File: config.mk
export PLATFORM = sky130hd
export DESIGN_NAME = inst_fetch
export DESIGN_NICKNAME = d
export VERILOG_FILES = /design/src/rtl/rv_pkg.sv /design/src/rtl/sync_fifo.sv /design/src/rtl/inst_fetch.sv
export SDC_FILE = /design/constraint.sdc
export NUM_CORES = 1
export LEC_CHECK = 0
export BUFFER_PORTS_ARGS = -buffer_cell sky130_fd_sc_hd__buf_2
export CAP_MARGIN = 10
export CORE_MARGIN = 4
export CORE_UTILIZATION = 61
export CTS_BUF_LIST = sky130_fd_sc_hd__clkbuf_8
export CTS_CLUSTER_DIAMETER = 80
export DETAILED_ROUTE_END_ITERATION = 8
export HOLD_SLACK_MARGIN = 0.05
export PLACE_DENSITY = 0.87
export SETUP_SLACK_MARGIN = 0.3
export SLEW_MARGIN = 25
export SYNTH_ARGS = -nofsm -noshare
export SYNTH_HDL_FRONTEND = slang
export SYNTH_SLANG_ARGS = --single-unit
File: constraint.sdc
create_clock -name clk -period 15.75 [get_ports clk]
set_input_delay 3.15 -clock clk [delete_from_list [all_inputs] [get_ports clk]]
set_output_delay 3.15 -clock clk [all_outputs]
set_load 0.01 [all_outputs]
File: src/rtl/rv_pkg.sv
// -----------------------------------------------------------------------------
// rv_pkg
//   Shared RV32I definitions used by the fetch stage and by decode:
//   datapath width, reset vector, canonical NOP encoding and the bit
//   positions of the opcode / func3 / func7 fields inside an instruction word.
//   No ports (package).
// -----------------------------------------------------------------------------
package rv_pkg;

  localparam int          XLEN     = 32;
  localparam logic [31:0] RESET_PC = 32'h0000_0000;
  localparam logic [31:0] NOP_INST = 32'h0000_0013;  // addi x0, x0, 0

  // Instruction field slices
  localparam int OP_MSB    = 6;
  localparam int OP_LSB    = 0;
  localparam int FUNC3_MSB = 14;
  localparam int FUNC3_LSB = 12;
  localparam int FUNC7_MSB = 31;
  localparam int FUNC7_LSB = 25;

  localparam int OP_W    = OP_MSB - OP_LSB + 1;
  localparam int FUNC3_W = FUNC3_MSB - FUNC3_LSB + 1;
  localparam int FUNC7_W = FUNC7_MSB - FUNC7_LSB + 1;

endpackage

File: src/rtl/sync_fifo.sv
// -----------------------------------------------------------------------------
// sync_fifo
//   Small single-clock FIFO with a combinational view of the head entry.
//   Used both as the fetch PC tag queue and as the instruction buffer.
//
//   clk          in   1       clock, rising edge
//   rst          in   1       asynchronous reset, active-high (empties FIFO)
//   i_clr        in   1       synchronous flush (wins over push/pop)
//   i_push       in   1       write i_push_data at the tail
//   i_push_data  in   WIDTH   data to write
//   i_pop        in   1       drop the head entry
//   o_head       out  WIDTH   current head entry (valid when o_count != 0)
//   o_count      out  CW      number of stored entries
// -----------------------------------------------------------------------------
module sync_fifo #(
  parameter int  WIDTH = 8,
  parameter int  DEPTH = 2,
  localparam int CW    = $clog2(DEPTH + 1)
) (
  input  logic             clk,
  input  logic             rst,
  input  logic             i_clr,
  input  logic             i_push,
  input  logic [WIDTH-1:0] i_push_data,
  input  logic             i_pop,
  output logic [WIDTH-1:0] o_head,
  output logic [CW-1:0]    o_count
);

  localparam int           PW   = (DEPTH > 1) ? $clog2(DEPTH) : 1;
  localparam logic [PW-1:0] LAST = PW'(DEPTH - 1);
  localparam logic [CW-1:0] FULL = CW'(DEPTH);

  logic [WIDTH-1:0] r_mem [DEPTH];
  logic [PW-1:0]    r_wr_ptr;
  logic [PW-1:0]    r_rd_ptr;
  logic [CW-1:0]    r_count;

  logic w_empty;
  logic w_full;
  logic w_push;
  logic w_pop;

  assign w_empty = (r_count == '0);
  assign w_full  = (r_count == FULL);
  assign w_pop   = i_pop && !w_empty;
  // A push into a full FIFO is only accepted when the head leaves in the same cycle.
  assign w_push  = i_push && (!w_full || w_pop);

  function automatic logic [PW-1:0] ptr_inc(input logic [PW-1:0] p);
    return (p == LAST) ? '0 : p + PW'(1);
  endfunction

  always_ff @(posedge clk or posedge rst) begin
    if (rst) begin
      r_wr_ptr <= '0;
      r_rd_ptr <= '0;
      r_count  <= '0;
    end else if (i_clr) begin
      r_wr_ptr <= '0;
      r_rd_ptr <= '0;
      r_count  <= '0;
    end else begin
      if (w_push) r_wr_ptr <= ptr_inc(r_wr_ptr);
      if (w_pop)  r_rd_ptr <= ptr_inc(r_rd_ptr);
      case ({w_push, w_pop})
        2'b10:   r_count <= r_count + CW'(1);
        2'b01:   r_count <= r_count - CW'(1);
        default: r_count <= r_count;
      endcase
    end
  end

  // Storage needs no reset: entries are only visible through r_count.
  always_ff @(posedge clk) begin
    if (w_push && !i_clr) r_mem[r_wr_ptr] <= i_push_data;
  end

  assign o_head  = r_mem[r_rd_ptr];
  assign o_count = r_count;

endmodule

File: src/rtl/inst_fetch.sv
// -----------------------------------------------------------------------------
// inst_fetch
//   RV32I instruction fetch stage. Owns the fetch PC, issues word requests to
//   instruction memory, buffers returned words and presents {pc, inst} plus
//   the opcode/func3/func7 fields to decode. Redirects flush the buffer and
//   arrange for responses of already-issued requests to be discarded.
//
//   clk             in   1     clock, rising edge
//   rst             in   1     asynchronous reset, active-high
//   imem_req_valid  out  1     fetch request valid
//   imem_req_ready  in   1     imem accepts request this cycle
//   imem_req_addr   out  XLEN  word-aligned fetch address
//   imem_rsp_valid  in   1     response valid (in request order, no back-pressure)
//   imem_rsp_data   in   32    instruction word
//   redirect_valid  in   1     branch/jump taken (1-cycle pulse)
//   redirect_pc     in   XLEN  target PC (bits [1:0] ignored)
//   id_ready        in   1     decode consumes the head this cycle
//   id_valid        out  1     head entry valid
//   id_inst         out  32    head instruction word
//   id_pc           out  XLEN  head instruction PC
//   id_op           out  7     opcode field of id_inst
//   id_func3        out  3     func3 field of id_inst
//   id_func7        out  7     func7 field of id_inst
// -----------------------------------------------------------------------------
module inst_fetch
  import rv_pkg::*;
#(
  parameter int              XLEN            = rv_pkg::XLEN,
  parameter logic [XLEN-1:0] RESET_PC        = XLEN'(rv_pkg::RESET_PC),
  parameter int              FIFO_DEPTH      = 2,
  parameter int              MAX_OUTSTANDING = 2
) (
  input  logic            clk,
  input  logic            rst,
  output logic            imem_req_valid,
  input  logic            imem_req_ready,
  output logic [XLEN-1:0] imem_req_addr,
  input  logic            imem_rsp_valid,
  input  logic [31:0]     imem_rsp_data,
  input  logic            redirect_valid,
  input  logic [XLEN-1:0] redirect_pc,
  input  logic            id_ready,
  output logic            id_valid,
  output logic [31:0]     id_inst,
  output logic [XLEN-1:0] id_pc,
  output logic [6:0]      id_op,
  output logic [2:0]      id_func3,
  output logic [6:0]      id_func7
);

  localparam int OC_W = $clog2(MAX_OUTSTANDING + 1);
  localparam int FC_W = $clog2(FIFO_DEPTH + 1);
  localparam int EW   = XLEN + 32;

  logic [XLEN-1:0] r_fetch_pc;
  logic [OC_W-1:0] r_drop_cnt;

  // The tag queue holds exactly one entry per request in flight, so its
  // occupancy is the outstanding-request count.
  logic [OC_W-1:0] w_outstanding;
  logic [XLEN-1:0] w_tag_pc;
  logic [FC_W-1:0] w_buf_count;
  logic [EW-1:0]   w_buf_head;

  logic [31:0]     w_live_inflight;
  logic            w_credit_ok;
  logic            w_slot_ok;
  logic            w_req_fire;
  logic            w_rsp_drop;
  logic            w_buf_push;
  logic            w_buf_pop;
  logic [OC_W-1:0] w_outstanding_after_rsp;

  // Requests whose words will actually land in the buffer, plus what is
  // already buffered, must fit in the buffer. Counts are the registered
  // ones, so a pop this cycle does not free a slot until the next cycle.
  assign w_live_inflight = 32'(w_outstanding) - 32'(r_drop_cnt);
  assign w_credit_ok     = (w_live_inflight + 32'(w_buf_count)) < 32'(FIFO_DEPTH);
  assign w_slot_ok       = 32'(w_outstanding) < 32'(MAX_OUTSTANDING);

  assign imem_req_valid  = !rst && !redirect_valid && w_slot_ok && w_credit_ok;
  assign imem_req_addr   = r_fetch_pc;
  assign w_req_fire      = imem_req_valid && imem_req_ready;

  assign w_rsp_drop      = imem_rsp_valid && (r_drop_cnt != '0);
  // A response in the redirect cycle belongs to the old path.
  assign w_buf_push      = imem_rsp_valid && !w_rsp_drop && !redirect_valid;
  assign w_buf_pop       = id_valid && id_ready;

  assign w_outstanding_after_rsp =
    (imem_rsp_valid && (w_outstanding != '0)) ? w_outstanding - OC_W'(1) : w_outstanding;

  sync_fifo #(
    .WIDTH (XLEN),
    .DEPTH (MAX_OUTSTANDING)
  ) u_tag_q (
    .clk         (clk),
    .rst         (rst),
    .i_clr       (1'b0),
    .i_push      (w_req_fire),
    .i_push_data (r_fetch_pc),
    .i_pop       (imem_rsp_valid),
    .o_head      (w_tag_pc),
    .o_count     (w_outstanding)
  );

  sync_fifo #(
    .WIDTH (EW),
    .DEPTH (FIFO_DEPTH)
  ) u_inst_buf (
    .clk         (clk),
    .rst         (rst),
    .i_clr       (redirect_valid),
    .i_push      (w_buf_push),
    .i_push_data ({w_tag_pc, imem_rsp_data}),
    .i_pop       (w_buf_pop),
    .o_head      (w_buf_head),
    .o_count     (w_buf_count)
  );

  always_ff @(posedge clk or posedge rst) begin
    if (rst) begin
      r_fetch_pc <= RESET_PC;
      r_drop_cnt <= '0;
    end else begin
      if (redirect_valid) begin
        r_fetch_pc <= {redirect_pc[XLEN-1:2], 2'b00};
        // Every request still in flight after this cycle is on the old path.
        r_drop_cnt <= w_outstanding_after_rsp;
      end else begin
        if (w_req_fire) r_fetch_pc <= r_fetch_pc + XLEN'(4);
        if (w_rsp_drop) r_drop_cnt <= r_drop_cnt - OC_W'(1);
      end
    end
  end

  assign id_valid = (w_buf_count != '0);
  assign id_pc    = w_buf_head[EW-1:32];
  assign id_inst  = w_buf_head[31:0];
  assign id_op    = id_inst[OP_MSB:OP_LSB];
  assign id_func3 = id_inst[FUNC3_MSB:FUNC3_LSB];
  assign id_func7 = id_inst[FUNC7_MSB:FUNC7_LSB];

endmodule

# [Word level (Yosys, flattened, before mapping)]
# Memories as Yosys holds them, arrays and structs flattened.
# Index checks and enable logic that the tools add are counted.
[word_totals] ramBits=192 word_cells=84 n_memories=2 register_bits=42 input_bits=70 output_inout_bits=115
[classes] order_cmp=2 n_addsub=12 mux=20 n_eq_ne=6 n_reduce_logical=34
[mem_list] memory="u_inst_buf.r_mem" depth=2 word_bits=64 rd=1 rd_ports_with_merged_regs=0 write_ports=1 line_no="sync_fifo.sv:34" source="logic [WIDTH-1:0] r_mem [DEPTH];"
[mem_list] memory="u_tag_q.r_mem" depth=2 word_bits=32 rd=1 rd_ports_with_merged_regs=0 write_ports=1 line_no="sync_fifo.sv:34"
[ops] cell="$mux W32" count=2
[ops] cell="$add A32 B3 Y32 const B" count=1
[ops] cell="$lt A32 B2 Y1 const B" count=1
[ops] cell="$reduce_bool A2 Y1" count=8
[ops] cell="$logic_and A1 B1 Y1" count=14
[ops] cell="$mux W1" count=12
[ops] cell="$eq A2 B2 Y1 const B" count=4
[ops] cell="$mux W2" count=4
[ops] cell="$pmux W2 S2" count=2
[ops] cell="$logic_not A1 Y1" count=7
[ops] cell="$sub A2 B1 Y2 const B" count=3
[ops] cell="$add A1 B1 Y1 const B" count=4
[ops] cell="$add A2 B1 Y2 const B" count=2
[ops] cell="$add A3 B3 Y4" count=1
[ops] cell="$eq A2 B1 Y1 const B" count=2
[ops] cell="$logic_not A2 Y1" count=2
[ops] cell="$reduce_bool A3 Y1" count=1
[ops] cell="$sub A2 B2 Y3" count=1
[ops] cell="$logic_or A1 B1 Y1" count=2
[ops] cell="$lt A2 B2 Y1 const B" count=1

# [Longest topological paths before layout]
[depth] word_depth=9 ltp_mapped=14 depth_no_buf=12

# [Modules after synthesis]
# A second synthesis with hierarchy kept.
[unflattened] cells_unflattened=630 hier_area_um2=9783.1
[by_module_without_submodules] mod="sync_fifo (u_inst_buf)" area_per_inst_um2=4849.7 seq_area_each_um2=3943.8 cells_each=227 n_inst=1
[by_module_without_submodules] mod="sync_fifo (u_tag_q)" area_per_inst_um2=2551.2 seq_area_each_um2=2021.9 cells_each=128 n_inst=1
[by_module_without_submodules] mod="inst_fetch" area_per_inst_um2=2382.3 seq_area_each_um2=800.8 cells_each=275 n_inst=1

# [Worst setup path before layout]
# No wires, ideal clock.
[synth_timing] path_kind="input -> register" start="input port redirect_valid" end="register u_inst_buf.r_wr_ptr" required_ps=15639 path_buffers=1 t_arrival_ps=9899 setup_time_ps=111 cell_stages=3 slack_ps=5740 path_cell_list="clkbuf_1 > nor4_1 > o21bai_1"
[synth_via] elab_chain_len=4 word_cells_on_any_way=5 classes_between="1 x mux; 4 x reduce/logical"
[synth_rtl] element="start, declared" line_no="inst_fetch.sv:40" source="input logic redirect_valid,"
[synth_rtl] element="$logic_not A1 Y1" line_no="inst_fetch.sv:87" source="assign w_buf_push = imem_rsp_valid && !w_rsp_drop && !redirect_valid;"
[synth_rtl] element="$logic_and A1 B1 Y1" line_no="inst_fetch.sv:87"
[synth_rtl] element="$logic_and A1 B1 Y1" line_no="sync_fifo.sv:48" source="assign w_push = i_push && (!w_full || w_pop);"
[synth_rtl] element="$reduce_bool A2 Y1 (no source line)"
[synth_rtl] element="end signal, assigned" line_no="sync_fifo.sv:64" source="if (w_push) r_wr_ptr <= ptr_inc(r_wr_ptr);"
[synth_rtl] element="end, declared" line_no="sync_fifo.sv:35" source="logic [PW-1:0] r_wr_ptr;"
# Parallel ways exist; a longest one is shown, timed or not.
# A chain may end at the register's enable or synchronous reset.

# [Worst setup path after layout]
[layout_timing] start="input port redirect_valid" end="output port imem_req_valid"
[layout_via] elab_chain_len=4
[layout_rtl] element="$logic_not A1 Y1" line_no="inst_fetch.sv:81" source="assign imem_req_valid = !rst && !redirect_valid && w_slot_ok && w_credit_ok;"
[layout_rtl] element="$logic_and A1 B1 Y1 (3 in series)" line_no="inst_fetch.sv:81"
[layout_rtl] element="end, declared" line_no="inst_fetch.sv:35" source="output logic imem_req_valid,"
# No other way between the ends.

==> impl_metrics.tcl <==
set metrics [dict create \
    worst_pin_slew_ns 0.859 \
    rsz0062_at_grt "no" \
    hold_buffers 0 \
    drtAntennaViolNets 0 \
    syn_to_final_growth_pct 16.9 \
    crit_required_ns 12.60 \
    grt_pass1_vias 6256 \
    nNetsFinal 862 \
    insertedDiodeCount 0 \
    io_pins 185 \
    core_um2 14800 \
    multi_input_area_um2 2550 \
    setup_tns_ns 0 \
    total_power_mw 1.52 \
    skew_ns 0.0278 \
    powerDensity_nw_per_um2 139 \
    leakage_nw 4.16 \
    grt_max_degree 63 \
    final_common_cell "edfxtp_1" \
    cts-buffers-inserted 36 \
    synth_edf_count 184 \
    start_util 0.633 \
    drc 0 \
    drive_above_1_share 0.412 \
    yosys_most_used_dff "edfxtp_1" \
    gp_routability_congestion 0.873 \
    drt-total-wl_mm 19.7 \
    min_path_type "reg -> reg" \
    grt_antenna_before_repair 0 \
    crit_type "in -> out" \
    fill_cells 907 \
    grt_overflow_total 0 \
    peakVddDrop_uv 125 \
    fin_crit_ns 7.44 \
    die-area_um2 17400 \
    postSynthCellCount 600 \
    status "finished, final reports clean" \
    post_drt_wl_per_cell_um 20.0 \
    netlist.area_leader.share 0.591 \
    avgSynthCellArea_um2 15.6 \
    hold_violations 0 \
    fmax_mhz 134 \
    grt_pass1_wl_mm 31.9 \
    synthTopCellsByArea "edfxtp_1 59%, mux2_2 11%, dfrtp_1 11%" \
    worstPathArrival_ns 4.29 \
    port_buffers 178 \
    fin_util 0.740 \
    via_count 5930 \
    async_flop_share 0.179 \
    instances_no_fill 989 \
    clkTransAtPathRegs_ns 0.05 \
    post-cts-setup-buffers 0 \
    routed_via_density 6.00 \
    cp_max_fo 42 \
    yosysTopAreaCell "edfxtp_1" \
    drtIter0Drc 445 \
    slew_viol_final 0 \
    yosysSeqAreaShare 0.698 \
    final_cell_mix "184 x edfxtp_1, 178 x buf_2, 92 x mux2_2, 41 x nand2_1" \
    setup_viol 0 \
    clock-sinks 224 \
    synth_cell_types 50 \
    insertion_delay_ns 0.52 \
    placementRows 44 \
    cts_root_buffer "clkbuf_8" \
    dr.pass1.iters 6 \
    crit_path_start_kind "input pin" \
    htreeDepth 2 \
    seq_area_um2 6530 \
    fin_crit_sh 0.472 \
    die_width_um 132 \
    ctsLongestPathBuffers 3 \
    grt_util_all_layers 0.228 \
    netlist_area_um2 9340 \
    synth-seq-cells 224 \
    die_y_um 132 \
    ys_warn_count 0 \
    dp_hpwl_mm 12.9 \
    tritoncts "built" \
    slew-limit-headroom 0.428 \
    ctsResizeCount 0 \
    place_inst 929 \
    cap_violations 0 \
    endpoint_kind "primary output" \
]
==> final timing paths <==
check / slack (ns) / to / startpoint / cells past startpoint
max in group asynchronous: 12.35 / u_inst_buf.r_rd_ptr$_DFFE_PP0P_ / rst / 3
worst max register to register: 11.36 / u_tag_q.r_mem[0][31]$_DFFE_PP_ / u_tag_q.o_count[0]$_DFFE_PP0P_ / 11
min in group asynchronous: 2.62 / imem_req_addr[29]$_DFFE_PP0P_ / rst / 2
worst min-delay path: 0.47 / u_tag_q.r_rd_ptr$_DFFE_PP0P_ / u_tag_q.r_rd_ptr$_DFFE_PP0P_ / 1
worst min register to register: 0.47 / u_tag_q.r_rd_ptr$_DFFE_PP0P_ / u_tag_q.r_rd_ptr$_DFFE_PP0P_ / 1
worst max-delay path: 8.31 / imem_req_valid / redirect_valid / 4
==> Yosys cell counts, types with 5 or more instances <==
| cell type | n |
|---|---|
| buf_1 | 8 |
| o311ai_0 | 7 |
| clkbuf_1 | 9 |
| edfxtp_1 | 184 |
| ha_1 | 7 |
| nand3_1 | 17 |
| a211oi_1 | 5 |
| a221o_1 | 10 |
| and2_1 | 5 |
| nand2_1 | 41 |
| xnor2_1 | 8 |
| nor3_1 | 12 |
| nand4_1 | 8 |
| buf_4 | 23 |
| inv_1 | 12 |
| mux2_2 | 92 |
| dfrtp_1 | 40 |
| a21o_1 | 5 |
| o21ai_0 | 22 |
| nor2_1 | 12 |
| a21oi_1 | 13 |
==> area by class of cell <==
cell class,instances,share of cell area
flip-flops and latches,224,0.598
multi-input cells,323,0.233
repair buffers,186,0.0871
clock buffers,39,0.0491
well taps,184,0.0211
clock inverters,21,0.00767
inverters,12,0.00412
==> per-layer routing <==
metal	GRT usage	share of wire
met2	0.377	0.48
met5	0	0
met4	0.111	0.036
met1	0.286	0.40
met3	0.0531	0.084
==> cell families (layout without fill, tap and decap cells) <==
family	count (synthesis)	after routing	synth area share
buffers and inverters	56	258	0.0323
flip-flops	224	224	0.698
AND/OR/NAND/NOR	124	124	0.0716
XOR/XNOR	12	12	0.0112
other	1	4	0.000401
adder cells (fa/ha/maj)	9	9	0.0137
AO/OA/AOI/OAI	81	81	0.0604
multiplexers	93	93	0.112
==> state kept, by name, indices dropped and copies added (netlist names) <==
signal and cells:
u_tag_q.r_wr_ptr 1, u_inst_buf.r_wr_ptr 1, u_tag_q.r_mem 60, u_inst_buf.o_count 2, u_inst_buf.r_mem 124, u_tag_q.o_count 2, r_drop_cnt 2, imem_req_addr 30
u_inst_buf.r_rd_ptr 1, u_tag_q.r_rd_ptr 1
==> worst max-delay path, cell delays in order <==
cell and delay (ns):
buf_2 0.65, nor4_2 0.15, and2_1 0.20, buf_2 0.13
==> metrics by stage <==
step	instance area, um^2	hold WS, ns	setup slack, ns
floorplan	9360	0.446	5.74
global placement	10300	0.462	8.42
detailed placement	10300	0.465	8.36
CTS	10900	0.476	8.34
global route	10900	0.492	8.25
finish	10900	0.470	8.31
==> power by group <==
group          total, mW  internal [mW]  switching, mW
registers          0.757          0.711         0.0463
clock network      0.433          0.226          0.207
logic              0.327          0.143          0.184
(Power assumes the default switching activity.)
